--- config.mk ---
export PLATFORM = sky130hd
export DESIGN_NAME = execute_stage
export DESIGN_NICKNAME = d
export VERILOG_FILES = /design/src/rtl/exec_pkg.sv /design/src/rtl/exec_pau.sv /design/src/rtl/execute_stage.sv
export SDC_FILE = /design/constraint.sdc
export NUM_CORES = 1
export LEC_CHECK = 0
export ABC_CLOCK_PERIOD_IN_PS = 7100
export CORE_ASPECT_RATIO = 1.2
export CORE_MARGIN = 1.5
export CORE_UTILIZATION = 40
export DETAILED_ROUTE_END_ITERATION = 12
export PLACE_DENSITY_LB_ADDON = 0.25
export SLEW_MARGIN = 20
export SYNTH_ARGS = -nofsm -noshare
export SYNTH_HDL_FRONTEND = slang
export SYNTH_HIERARCHICAL = 1
export SYNTH_SLANG_ARGS = --single-unit
--- constraint.sdc ---
create_clock -name clk -period 7.1 [get_ports clk]
set_clock_uncertainty 0.05 [all_clocks]
set_input_delay 1.42 -clock clk [delete_from_list [all_inputs] [get_ports clk]]
set_output_delay 1.42 -clock clk [all_outputs]
set_load 0.02 [all_outputs]
--- src/rtl/exec_pkg.sv ---
// Shared types for the execute stage: ALU opcodes, condition codes and the NZCV flag record.
package exec_pkg;

  localparam int LANE_W = 8;

  typedef enum logic [3:0] {
    ALU_AND = 4'h0,
    ALU_ADD = 4'h1,
    ALU_SUB = 4'h2,
    ALU_ORR = 4'h3,
    ALU_EOR = 4'h4,
    ALU_LSL = 4'h5,
    ALU_LSR = 4'h6,
    ALU_ASR = 4'h7,
    ALU_SLT = 4'h8,
    ALU_MOV = 4'h9,
    ALU_MVN = 4'hA,
    ALU_BIC = 4'hB,
    ALU_RSB = 4'hC
  } alu_op_e;

  typedef enum logic [2:0] {
    COND_AL = 3'd0,
    COND_EQ = 3'd1,
    COND_NE = 3'd2,
    COND_GE = 3'd3,
    COND_LT = 3'd4,
    COND_GT = 3'd5,
    COND_LE = 3'd6,
    COND_CS = 3'd7
  } cond_e;

  typedef struct packed {
    logic n;
    logic z;
    logic c;
    logic v;
  } flags_t;

endpackage

--- src/rtl/exec_pau.sv ---
// Packed-pixel unit: independent unsigned saturating add/sub on each 8-bit lane.
module exec_pau
  import exec_pkg::*;
#(
  parameter int WIDTH = 32
) (
  input  logic             i_sub,
  input  logic [WIDTH-1:0] i_a,
  input  logic [WIDTH-1:0] i_b,
  output logic [WIDTH-1:0] o_y
);

  localparam int LANES = WIDTH / LANE_W;

  for (genvar g = 0; g < LANES; g++) begin : g_lane
    logic [LANE_W-1:0] w_a;
    logic [LANE_W-1:0] w_b;
    logic [LANE_W:0]   w_sum;
    logic [LANE_W:0]   w_dif;

    assign w_a   = i_a[g*LANE_W +: LANE_W];
    assign w_b   = i_b[g*LANE_W +: LANE_W];
    assign w_sum = {1'b0, w_a} + {1'b0, w_b};
    assign w_dif = {1'b0, w_a} - {1'b0, w_b};

    // Bit LANE_W is the carry for add and the borrow for sub; either one means clamp.
    assign o_y[g*LANE_W +: LANE_W] =
      i_sub ? (w_dif[LANE_W] ? '0 : w_dif[LANE_W-1:0])
            : (w_sum[LANE_W] ? '1 : w_sum[LANE_W-1:0]);
  end

endmodule

--- src/rtl/execute_stage.sv ---
// EX stage: ALU/PAU result, registered NZCV flags, condition evaluation and enable gating.
module execute_stage
  import exec_pkg::*;
#(
  parameter int WIDTH = 32
) (
  input  logic             clk,
  input  logic             rst,
  input  logic             MemPWrite,
  input  logic             RegWrite,
  input  logic             MemWrite,
  input  logic             BranchInst,
  input  logic             ALUSrc,
  input  logic             FlagWrite,
  input  logic             PAUOp,
  input  logic             IOFlag,
  input  logic             ResultSrc,
  input  logic [1:0]       MemToReg,
  input  logic [3:0]       ALUControl,
  input  logic [2:0]       CondFlag,
  input  logic [WIDTH-1:0] Ra,
  input  logic [WIDTH-1:0] Rb,
  input  logic [3:0]       Rd,
  input  logic [WIDTH-1:0] ExtIm,
  output logic             PCSrc,
  output logic             RegWriteOut,
  output logic             MemWriteOut,
  output logic             MemPWriteOut,
  output logic             IOFlagOut,
  output logic [1:0]       MemToRegOut,
  output logic [WIDTH-1:0] ALUResult,
  output logic [WIDTH-1:0] WriteData,
  output logic [3:0]       RdOut
);

  localparam int SHW = $clog2(WIDTH);
  localparam logic [WIDTH:0] ONE = {{WIDTH{1'b0}}, 1'b1};

  flags_t           r_flags;
  flags_t           w_flags_nxt;
  logic [WIDTH-1:0] w_b;
  logic [SHW-1:0]   w_shamt;
  logic [WIDTH:0]   w_add;
  logic [WIDTH:0]   w_sub;
  logic [WIDTH:0]   w_rsb;
  logic [WIDTH-1:0] w_alu;
  logic [WIDTH-1:0] w_pau;
  logic             w_alu_c;
  logic             w_alu_v;
  logic             w_cond_ex;

  assign w_b     = ALUSrc ? ExtIm : Rb;
  assign w_shamt = w_b[SHW-1:0];
  // Subtractions are done as add-with-inverted-operand so the carry-out is the no-borrow flag.
  assign w_add   = {1'b0, Ra} + {1'b0, w_b};
  assign w_sub   = {1'b0, Ra} + {1'b0, ~w_b} + ONE;
  assign w_rsb   = {1'b0, w_b} + {1'b0, ~Ra} + ONE;

  always_comb begin
    w_alu   = '0;
    w_alu_c = 1'b0;
    w_alu_v = 1'b0;
    case (alu_op_e'(ALUControl))
      ALU_AND: w_alu = Ra & w_b;
      ALU_ADD: begin
        w_alu   = w_add[WIDTH-1:0];
        w_alu_c = w_add[WIDTH];
        w_alu_v = (Ra[WIDTH-1] == w_b[WIDTH-1]) && (w_add[WIDTH-1] != Ra[WIDTH-1]);
      end
      ALU_SUB: begin
        w_alu   = w_sub[WIDTH-1:0];
        w_alu_c = w_sub[WIDTH];
        w_alu_v = (Ra[WIDTH-1] != w_b[WIDTH-1]) && (w_sub[WIDTH-1] != Ra[WIDTH-1]);
      end
      ALU_ORR: w_alu = Ra | w_b;
      ALU_EOR: w_alu = Ra ^ w_b;
      ALU_LSL: w_alu = Ra << w_shamt;
      ALU_LSR: w_alu = Ra >> w_shamt;
      ALU_ASR: w_alu = $signed(Ra) >>> w_shamt;
      ALU_SLT: w_alu = {{(WIDTH-1){1'b0}}, ($signed(Ra) < $signed(w_b))};
      ALU_MOV: w_alu = w_b;
      ALU_MVN: w_alu = ~w_b;
      ALU_BIC: w_alu = Ra & ~w_b;
      ALU_RSB: begin
        w_alu   = w_rsb[WIDTH-1:0];
        w_alu_c = w_rsb[WIDTH];
        w_alu_v = (w_b[WIDTH-1] != Ra[WIDTH-1]) && (w_rsb[WIDTH-1] != w_b[WIDTH-1]);
      end
      default: w_alu = '0;
    endcase
  end

  exec_pau #(.WIDTH(WIDTH)) u_pau (
    .i_sub (PAUOp),
    .i_a   (Ra),
    .i_b   (w_b),
    .o_y   (w_pau)
  );

  assign ALUResult = ResultSrc ? w_pau : w_alu;

  always_comb begin
    w_flags_nxt.n = ALUResult[WIDTH-1];
    w_flags_nxt.z = (ALUResult == '0);
    w_flags_nxt.c = ResultSrc ? 1'b0 : w_alu_c;
    w_flags_nxt.v = ResultSrc ? 1'b0 : w_alu_v;
  end

  // Condition looks only at flags left by earlier instructions.
  always_comb begin
    w_cond_ex = 1'b1;
    case (cond_e'(CondFlag))
      COND_AL: w_cond_ex = 1'b1;
      COND_EQ: w_cond_ex = r_flags.z;
      COND_NE: w_cond_ex = !r_flags.z;
      COND_GE: w_cond_ex = (r_flags.n == r_flags.v);
      COND_LT: w_cond_ex = (r_flags.n != r_flags.v);
      COND_GT: w_cond_ex = !r_flags.z && (r_flags.n == r_flags.v);
      COND_LE: w_cond_ex = r_flags.z || (r_flags.n != r_flags.v);
      COND_CS: w_cond_ex = r_flags.c;
      default: w_cond_ex = 1'b1;
    endcase
  end

  always_ff @(posedge clk) begin
    if (rst) begin
      r_flags <= '0;
    end else if (FlagWrite && w_cond_ex) begin
      r_flags <= w_flags_nxt;
    end
  end

  assign PCSrc        = BranchInst & w_cond_ex;
  assign RegWriteOut  = RegWrite & w_cond_ex;
  assign MemWriteOut  = MemWrite & w_cond_ex;
  assign MemPWriteOut = MemPWrite & w_cond_ex;
  assign IOFlagOut    = IOFlag & w_cond_ex;
  assign MemToRegOut  = MemToReg;
  assign WriteData    = Rb;
  assign RdOut        = Rd;

endmodule

==> flow_metrics.env <==
export IMPL_max_freq_mhz=140.8
export IMPL_cts_tree="done"
export IMPL_synth_top_family_by_area="compound AO/OA/AOI/OAI gates"
export IMPL_synth_net_count=2762
export IMPL_violations="negative setup slack"
export IMPL_grt_first_pass_wirelength_mm=159.2
export IMPL_first_pass_iters=6
export IMPL_worst_slack_ns=-0.004281
export IMPL_hold_class="flip-flop to flip-flop"
export IMPL_ir_drop_v=0.0001172
export IMPL_worst_pin_slew_ns=1.078
export IMPL_cts_htree_levels=1
export IMPL_syn_avg_cell_area_um2=6.883
export IMPL_grt_max_degree=53
export IMPL_place_congestion=1.088
export IMPL_synth_compound_area_share_pct=33.82
export IMPL_drt_iter0_markers=3080
export IMPL_synth_edf_count=0
export IMPL_die_x_um=189.9
export IMPL_ys_seq_area_share_pct=0.4774
export IMPL_cts_made_buffers=3
export IMPL_final_antenna_net_count=0
export IMPL_wire_per_inst_um=29.92
export IMPL_power_mw=3.053
export IMPL_vias=25160
export IMPL_crit_type="primary input to output pin"
export IMPL_cp_cell_sequence="clkdlybuf4s50_1, buf_4, mux2i_4, buf_4, inv_2, fa_1, nor2b_1, o311ai_0, buf_4, a31oi_2, nand4_1, a21oi_1, or3_1, a22o_1, o21ai_0, a22oi_2, buf_4"
export IMPL_leakagePower_nw=11.60
export IMPL_wl_met3_mm=13.84
export IMPL_setup_viol=1
export IMPL_regMostFlops="r_flags"
export IMPL_path_common_cell="buf_4"
export IMPL_synthesis_area_um2=16770
export IMPL_synthDistinctLibCells=102
export IMPL_fillers=3798
export IMPL_hold_violations=0
export IMPL_clkSlewWorstSetupHoldPaths_ns=0.03
export IMPL_worstSetupStartpointType="primary input"
export IMPL_start_util_pct=40.37
export IMPL_die_height_um=227.3
export IMPL_slowest_stage="o21ai_0"
export IMPL_yosysWarnings=6
export IMPL_synth_top_cell_by_area="ha_1"
export IMPL_drt_total_wl_mm=112.5
export IMPL_slew_viol_final=0
export IMPL_finalNetCount=3536
export IMPL_synth_xor_area_share_pct=2.506
export IMPL_synth_top_area_share_pct=14.47
export IMPL_overflow=0
export IMPL_max_stage_delay_ns=0.52
export IMPL_io_pins=195
export IMPL_status="finished with violations"
export IMPL_largest_reg_flops=4
export IMPL_grt_pass1_vias=24360
export IMPL_clockRootBuffer="clkbuf_16"
export IMPL_crit_fanout=5
export IMPL_area_growth_pct=52.15
export IMPL_holdBufCountCts=0
export IMPL_cts_sinks=4
export IMPL_synth_fa_ha_area_share_pct=15.78
export IMPL_power_density_nw_per_um2=119.6
export IMPL_ys_flop_type="dfxtp_1"
export IMPL_crit_buf_inv=6
export IMPL_hold_slack_ns=0.4365
export IMPL_top_layer_used="met5"
export IMPL_rsz0062_at_grt="yes"
export IMPL_grt_usage_pct=50.06
export IMPL_row_count=82
export IMPL_async_reset_ff_share_pct=0
export IMPL_path_delay_family="compound AO/OA/AOI/OAI gates"
export IMPL_drc=0
export IMPL_dp_hpwl_mm=88.24
export IMPL_clkLatencyLatePin_ns=0.23
export IMPL_fin_crit_ns=7.104
export IMPL_netlist_instances=2437
export IMPL_port_buffer_count=182
export IMPL_met1Wirelength_mm=37.25
export IMPL_critPathRequiredTime_ns=5.63
export IMPL_routed_via_density=6.694
export IMPL_cts_path_max_buffers=2
export IMPL_crit_arrival_ns=5.63
export IMPL_max_slew_margin_pct=28.01
export IMPL_layout_drive_gt1_share_pct=32.94
export IMPL_yosys_area_share_simple_pct=22.06
export IMPL_synth_mux_area_share_pct=15.37
export IMPL_period_share_pct=100.1
export IMPL_antenna_found_initial=5
export IMPL_synthTopCellsByArea="ha_1 (14%), mux2i_1 (7.7%), a21oi_1 (6.3%)"
export IMPL_die_area_um2=43180
export IMPL_reg_largest_list="r_flags x4"
export IMPL_drv_cap=0
export IMPL_coreArea_um2=41550
export IMPL_cp_end_kind="output pin"
export IMPL_wl_met2_mm=47.70
export IMPL_ys_ff_latch=4
report_power, final:
group / internal, mW / leakage (nW) / switching [mW]
clock network: 0.0721 / 0.0370 / 0.0171
registers: 0.0231 / 0.0323 / 0.000339
logic: 1.29 / 11.5 / 1.65
cells in the final DEF, fill, tap and decap left out, types with 20 or more instances in the layout:
cell             Yosys  final
a221oi_1            33     21
nand2b_1            23     23
nor4_1              32     27
mux2i_1            129    117
a31oi_1             36     31
o21ai_0            147    141
o211ai_1            24     24
nand3_1             59     58
clkdlybuf4s50_1      0    151
o22ai_1             33     33
buf_4               45    770
inv_1              162    156
ha_1               194    186
xnor2_1             46     46
a211oi_1            30     23
o21a_1              23     23
mux4_2              44     44
a21oi_1            211    196
nor2b_1             40     37
o221ai_1            24     20
nor3_1              60     55
nand2_1            196    195
nor2_1             232    227
o31ai_1             35     29
cell type report:
type,instances,area (um2),share of cell area [%]
clock buffers,3,75.07,0.2942
multi-input cells,2051,15990,62.67
well taps,546,683.2,2.677
repair buffers,977,8016,31.41
flip-flops and latches,4,80.08,0.3138
diodes,4,10.01,0.03922
inverters,174,661.9,2.594
per-layer routing:
metal / up-vias / GRT usage [%]
li1: 10680 / -
met1: 11690 / 54.31
met2: 2069 / 78.53
met3: 727 / 14.58
met4: 4 / 46.85
met5: - / 0
path summary, 6_finish.rpt:
kind	start	end	slack [ns]	cells past startpoint
setup / recovery	Rb[1]	ALUResult[24]	-0.004	17
hold reg to reg	r_flags[0]	r_flags[0]	0.44	2
hold / removal	r_flags[0]	r_flags[0]	0.44	2
setup reg to reg	r_flags[3]	r_flags[2]	2.94	12
cells in the mapped netlist (10+ instances only):
| master | n |
|---|---|
| o311ai_0 | 10 |
| buf_4 | 45 |
| a21o_1 | 16 |
| nand3_1 | 59 |
| xnor2_1 | 46 |
| inv_1 | 162 |
| mux4_2 | 44 |
| nand2_1 | 196 |
| nor4_1 | 32 |
| nor3_1 | 60 |
| buf_2 | 32 |
| a211oi_1 | 30 |
| ha_1 | 194 |
| nand4_1 | 14 |
| nor2_1 | 232 |
| a32oi_1 | 15 |
| or3_1 | 20 |
| o22ai_1 | 33 |
| a21oi_1 | 211 |
| o21ai_0 | 147 |
| or2_2 | 13 |
| and2_1 | 11 |
| or4_1 | 13 |
| o31ai_1 | 35 |
| nand2b_1 | 23 |
| a221oi_1 | 33 |
| nor2b_1 | 40 |
| o211ai_1 | 24 |
| a22oi_1 | 20 |
| clkbuf_1 | 115 |
| o31a_1 | 14 |
| a311oi_1 | 12 |
| o221ai_1 | 24 |
| a221o_1 | 13 |
| o21a_1 | 23 |
| fa_1 | 11 |
| mux2_2 | 10 |
| buf_1 | 12 |
| o21bai_1 | 21 |
| mux2i_1 | 129 |
| a2111oi_0 | 13 |
| and3_1 | 19 |
| a31oi_1 | 36 |
cell families after synthesis:
| family | count (synthesis) |
|---|---|
| and+or+nand+nor | 770 |
| muxes | 191 |
| adders and majority gates | 205 |
| xor gates and xnor gates | 48 |
| DFF | 4 |
| AOI/OAI and AO/OA | 837 |
| buffers and inverters | 382 |
stage by stage:
| stage | util [%] | cells | area, um2 | setup TNS (ns) | worst slack, ns |
|---|---|---|---|---|---|
| after CTS | 59.61 | 3730 | 24770 | -0.1064 | -0.09123 |
| final | 61.42 | 3759 | 25520 | -0.004281 | -0.004281 |
| after detailed placement | 58.47 | 3723 | 24300 | -10.04 | -0.8944 |
| after global routing | 61.39 | 3755 | 25510 | -1.042 | -0.5007 |
| after floorplan | - | 2437 | 16820 | 0 | 0.009100 |
| after global placement | 58.47 | 3723 | 24300 | -8.215 | -1.096 |
timing repair:
item | 4_1_cts | 5_1_grt
gates resized for setup | 106 | 146
setup endpoints to repair | 27 | 24
buffers inserted | 4 | 24
gates cloned | 0 | 1
pin swaps | 7 | 46
worst min-delay path: stages (launching register included):
cell	delay (ns)
dfxtp_1	0.31
nand2b_1	0.07
a21oi_1	0.06
(Power assumes the default switching activity.)
